[config.mk]
export PLATFORM = sky130hd
export DESIGN_NAME = aes_sbox
export DESIGN_NICKNAME = d
export VERILOG_FILES = /design/src/rtl/aes_sbox.sv
export SDC_FILE = /design/constraint.sdc
export NUM_CORES = 1
export LEC_CHECK = 0
export BUFFER_PORTS_ARGS = -buffer_cell sky130_fd_sc_hd__buf_2
export CORE_MARGIN = 3
export CORE_UTILIZATION = 60
export DETAILED_ROUTE_END_ITERATION = 10
export PLACE_DENSITY = 0.86
export SLEW_MARGIN = 20
export SYNTH_ARGS = -nofsm -noshare
export SYNTH_HDL_FRONTEND = slang
export SYNTH_SLANG_ARGS = --single-unit
[constraint.sdc]
create_clock -name vclk -period 35
set_input_delay 7 -clock vclk [all_inputs]
set_output_delay 7 -clock vclk [all_outputs]
set_load 0.1 [all_outputs]
[src/rtl/aes_sbox.sv]
// aes_sbox: FIPS-197 forward S-box, computed as the affine map of the GF(2^8) inverse.
// Define AES_SBOX_REG_EN for one output register stage with an async reset to 0x63.
module aes_sbox (
   input  logic       CLK,
   input  logic       RST,
   input  logic [7:0] a,
   output logic [7:0] d
);
   function automatic logic [7:0] gmul(input logic [7:0] x, input logic [7:0] y);
      logic [7:0] p;
      logic [7:0] t;
      p = '0;
      t = x;
      for (int i = 0; i < 8; i++) begin
         p = p ^ (y[i] ? t : 8'h00);
         t = {t[6:0], 1'b0} ^ (t[7] ? 8'h1b : 8'h00);
      end
      return p;
   endfunction

   // a^254 = a^-1 for a != 0 and yields 0 for a == 0, so no special case is needed
   function automatic logic [7:0] ginv(input logic [7:0] x);
      logic [7:0] s;
      logic [7:0] r;
      s = gmul(x, x);
      r = s;
      for (int k = 2; k < 8; k++) begin
         s = gmul(s, s);
         r = gmul(r, s);
      end
      return r;
   endfunction

   function automatic logic [7:0] affine(input logic [7:0] b);
      return b ^ {b[3:0], b[7:4]} ^ {b[4:0], b[7:5]} ^ {b[5:0], b[7:6]} ^ {b[6:0], b[7]} ^ 8'h63;
   endfunction

   logic [7:0] s_d;
   assign s_d = affine(ginv(a));

`ifdef AES_SBOX_REG_EN
   logic [7:0] d_q;
   always_ff @(posedge CLK or posedge RST) begin
      if (RST) d_q <= 8'h63;
      else     d_q <= s_d;
   end
   assign d = d_q;
`else
   logic unused_clk_rst;
   assign unused_clk_rst = CLK ^ RST;
   assign d = s_d;
`endif
endmodule

==> results of run 1 <==
## synthesized netlist by cell type, types with 11 or more instances
master    count
mux2i_1      37
a211oi_1     21
xnor2_1     405
a31oi_1      11
or3_1        17
nor2_1      292
nor3_1       66
ha_1         51
inv_2        21
nor2b_1      28
buf_2        39
xnor3_2      12
o22ai_1      21
clkbuf_1     58
nand3_1      49
o21ai_0      59
xnor3_1     111
xnor2_2      32
and3_1       14
xor2_1      134
a32oi_1      13
a21oi_1      83
buf_1        14
nand2b_1     13
inv_1        36
and2_1       12
nand2_1     194
buf_4        17
## tightest hold or removal path, delay by kind of cell
family / cells / cell delay [ps]
AO/OA/AOI/OAI: 3 / 490
XOR/XNOR: 15 / 2240
buffers and inverters: 6 / 1150
multiplexers: 1 / 150
AND/OR/NAND/NOR: 6 / 740
## stage by stage
| stage | cell area (um2) | worst slack (ps) | hold WS [ps] | utilization (%) |
|---|---|---|---|---|
| 2_1_floorplan | 16160 | 1640 | 18380 | - |
| 3_3_place_gp | 16550 | 939.1 | 18610 | 62.99 |
| 3_5_place_dp | 16550 | 277.9 | 18750 | 62.99 |
| 4_1_cts | 16550 | 217.1 | 18790 | 62.99 |
| 5_1_grt | 16650 | 17.55 | 19040 | 63.35 |
| 6_report | 16650 | 1058 | 18800 | 63.35 |
## per-layer routing
layer,track usage [%],wire (um),vias up
met5,0,0,-
met4,7.831,1147,0
li1,-,-,6948
met3,2.067,3528,133
met2,48.54,20670,832
met1,38.68,18030,7146
## worst max path at each step
| stage | slack, ps | to | startpoint | cells past startpoint |
|---|---|---|---|---|
| after floorplan | 1640 | d[4] | a[7] | 86 |
| after global placement | 940 | d[3] | a[7] | 70 |
| after detailed placement | 280 | d[3] | a[7] | 70 |
| after CTS | 220 | d[3] | a[7] | 70 |
| after global routing | 20 | d[0] | a[7] | 76 |
| final | 1060 | d[1] | a[7] | 75 |
## what timing repair did
action	4_1_cts	5_1_grt
setup endpoints to repair	0	8
buffers inserted	0	2
hold buffers	0	0
gates resized for setup	0	11
## final cells by class
cell class         instances  area share [%]
multi-input cells       1887           92.65
repair buffers            65           3.412
well taps                335           2.518
inverters                 62           1.421
## cells by family (layout without fill, tap and decap cells)
logic type	count (synthesis)	in the layout	synth area share, %
muxes	46	46	2.919
adders and majority gates	51	51	3.949
xor gates and xnor gates	722	722	53.59
buffers and inverters	192	127	5.250
and+or+nand+nor	740	740	20.62
AOI/OAI and AO/OA	328	328	13.67
==> reports/qor.csv, run 1 <==
stage;metric;value;unit
die;Die Ht;170.1;um
layout;FF+latch area;0;um2
layout;Clock buffer cells;0;
synthesis;cell type with the largest total area after synthesis;xnor2_1;
placement;DP Cell Count;2347;
min_path;Min-Delay Endpoint;d[6];
timing;fmax;29.46;MHz
layout;multi-input logic area;15420;um2
timing;final-report max-slew violation count;0;
grt;largest net degree at the start of global routing;29;
detailed_routing;Routed Antenna Nets;0;
status;status;complete, no violations;
timing;max_slew headroom;22.63;%
min_path;hold path depth;31;
synthesis;post-synthesis cell type count;89;
detailed_routing;DRC violations left;0;
timing;min Tclk post-route;33940;ps
setup_path;Crit. End Element;output port;
layout;Post-layout nets;2077;
setup_path;CP most frequent cell;xnor2_1;
detailed_routing;Vias per Instance;6.411;
die;io pins;18;
grt;grt ovf;0;
setup_path;Startpoint Class;primary input;
detailed_routing;DR vias;15060;
min_path;worst min path class;in2out;
detailed_routing;DR pass1 iterations;5;
setup_path;required time worst endpoint;28000;ps
layout;share of cells above drive strength 1;9.583;%
die;Initial Util;61.49;%
setup_path;Max FO, Critical Path;23;
placement;GPL Wtd Cong;0.9746;
setup_path;slowest cell delay on critical path;600;ps
timing;crit share post-route;96.98;%
placement;port bufs;16;
timing;TNS Setup;0;ps
layout;P&R area growth vs syn;3.020;%
synthesis;Mapped Area;16160;um2
setup_path;crit path DAT;26940;ps
detailed_routing;drt total wl;43370;um
grt;number of global-route vias before repair;14130;
run;max cap viols;0;
layout;Cell Count, Final, Fillers Out;2349;
setup_path;Setup CP Type;in2out;
synthesis;syn_area_per_cell;7.773;um2
synthesis;Synth warnings;0;
grt;first-pass GRT wire length;69860;um
synthesis;share of the synthesized area in the top cell type;21.95;%
min_path;HP Start;a[0];
detailed_routing;routed len/inst;18.46;um
synthesis;sequential share of the synthesized area;0;%
synthesis;Synth Instances;2079;
die;Core Area;26280;um2
setup_path;Crit-path slowest cell;ha_1;
placement;Post-DP HPWL;31390;um
grt;initial antenna violation count;0;
timing;setup violators final;0;
die;std cell rows;59;
layout;most frequent cells in the layout;xnor2_1, nor2_1, nand2_1;
synthesis;syn_nets;2140;
die;Die X;170.1;um
setup_path;CP bufs+invs;15;
die;die area;28940;um2
timing;unrepaired setup endpoints after global routing;no;
timing;worst-margin pin slew;1155;ps
detailed_routing;initial DRC count;1824;
layout;commonest non-fill, non-tap cell in the layout;xnor2_1;
setup_path;CP top delay family;XOR/XNOR gates;
synthesis;Area contributors post-synth;xnor2_1, xnor3_1, xor2_1;
layout;diode count;0;
timing;Fin. Hold Viols;0;
layout;Seq cells;0;
grt;GRT Resource Usage Total;28.34;%
layout;number of fill cells;2149;
Power of run 1 is not shown: default switching activity piles up to over one toggle a cycle in this logic, so the estimate is an artifact.
==> inputs of run 2 (changes only) <==
Settings changed: GPL_TIMING_DRIVEN set to 0.
Clock period 35 ns to 33.2 ns, I/O delays scaled along.
==> run 2 against run 1 <==
Critical path type unchanged. Clock-buffer cell count is the same. Cell count grew 4.3%. Core utilization grew 2.8 points. First-iteration DRC count shrank 9.9%. Sequential share of layout area is the same. Hold slack lost 260 ps. Critical path depth grew 2.
==> reports/qor.csv, run 2 (synthesized netlist as in run 1, its figures left out) <==
stage;metric;value;unit
layout;commonest non-fill, non-tap cell in the layout;xnor2_1;
setup_path;Crit. End Element;output port;
layout;post-route cell area;17380;um2
timing;max_slew headroom;26.27;%
setup_path;Setup CP Type;in2out;
die;Die X;170.1;um
setup_path;Max FO, Critical Path;10;
die;die area;28940;um2
die;Initial Util;61.49;%
layout;FF+latch area;0;um2
grt;initial antenna violation count;0;
die;std cell rows;59;
timing;crit share post-route;98.40;%
grt;first-pass GRT wire length;76310;um
placement;DP Area;16660;um2
detailed_routing;DR vias;15610;
grt;number of global-route vias before repair;14840;
layout;number of fill cells;2106;
grt;largest net degree at the start of global routing;14;
grt;GRT Resource Usage Total;31.54;%
min_path;worst min path class;in2out;
layout;Clock buffer cells;0;
layout;diode count;0;
timing;min Tclk post-route;32670;ps
run;max cap viols;0;
detailed_routing;DR pass1 iterations;7;
timing;fmax;30.61;MHz
layout;Seq cells;0;
detailed_routing;drt total wl;48200;um
layout;Post-layout nets;2177;
detailed_routing;routed len/inst;19.68;um
die;Core Area;26280;um2
timing;setup violators final;0;
layout;most frequent cells in the layout;xnor2_1, nor2_1, nand2_1;
detailed_routing;Vias per Instance;6.373;
die;io pins;18;
detailed_routing;Routed Antenna Nets;0;
setup_path;CP Capture Point;d[2];
placement;GPL Wtd Cong;0.9910;
placement;Post-DP HPWL;35760;um
setup_path;Crit-path slowest cell;buf_1;
clock_network;cts hold-fix bufs;0;
status;status;complete, no violations;
setup_path;required time worst endpoint;26560;ps
timing;final-report max-slew violation count;0;
timing;Fin. Hold Viols;0;
setup_path;Startpoint Class;primary input;
layout;Util after Layout;66.13;%
layout;P&R area growth vs syn;7.550;%
setup_path;slowest cell delay on critical path;590;ps
die;Die Ht;170.1;um
placement;port bufs;16;
layout;share of cells above drive strength 1;14.66;%
grt;grt ovf;0;
detailed_routing;initial DRC count;1644;
setup_path;worst setup path start;a[7];
setup_path;crit path DAT;26030;ps
detailed_routing;DRC violations left;0;
timing;Hold Slack;18540;ps
timing;worst-margin pin slew;1098;ps
[run 2: cell types whose count changed in the layout (fill, tap and decap cells not counted), moves of 10 or more]
cell,previous run,this run
buf_2,8,45
clkbuf_1,0,27
clkbuf_2,0,17
xnor2_1,396,381
xnor2_2,39,54
clkbuf_4,0,10
[run 2: worst min path at each step]
stage	to	from	cells after the start
2_1_floorplan	d[3]	a[0]	27
3_3_place_gp	d[2]	a[0]	30
3_5_place_dp	d[3]	a[0]	29
4_1_cts	d[3]	a[0]	29
5_1_grt	d[3]	a[0]	30
6_report	d[3]	a[0]	29
[run 2: critical path: cells and delay by family]
family	cells	cell delay, ps
xor gates and xnor gates	23	6530
adders and majority gates	12	4370
buffers and inverters	21	3830
AOI/OAI and AO/OA	12	2740
and+or+nand+nor	9	1860
[run 2: cell type report]
cell class	count	area (um2)	share of cell area [%]
multi-input cells	1887	15740	90.59
plain buffers	115	613.1	3.528
well taps	335	419.2	2.412
repair buffers	50	361.6	2.081
inverters	62	241.5	1.389
[run 2: repair_timing]
item                       CTS  global route
buffers inserted            12            22
cloned                       0             0
pin swaps                    9            17
setup endpoints to repair    8             8
resized for setup           61            73
[run 2: routing by layer]
| metal | wire length (um) | GRT usage [%] |
|---|---|---|
| met1 | 19030 | 41.42 |
| met4 | 1586 | 9.383 |
| met2 | 23240 | 54.96 |
| met5 | 0 | 0 |
| met3 | 4342 | 3.206 |
[run 2: through the flow]
stage / cells / TNS (ps) / setup WS [ps]
global route: 2449 / -1295 / -240.0
CTS: 2434 / 0 / 13.08
global placement: 2430 / -23500 / -3071
floorplan: 2079 / 0 / 559.9
detailed placement: 2430 / -27580 / -3591
finish: 2449 / 0 / 532.5
Power of run 2 is left out for the same reason.
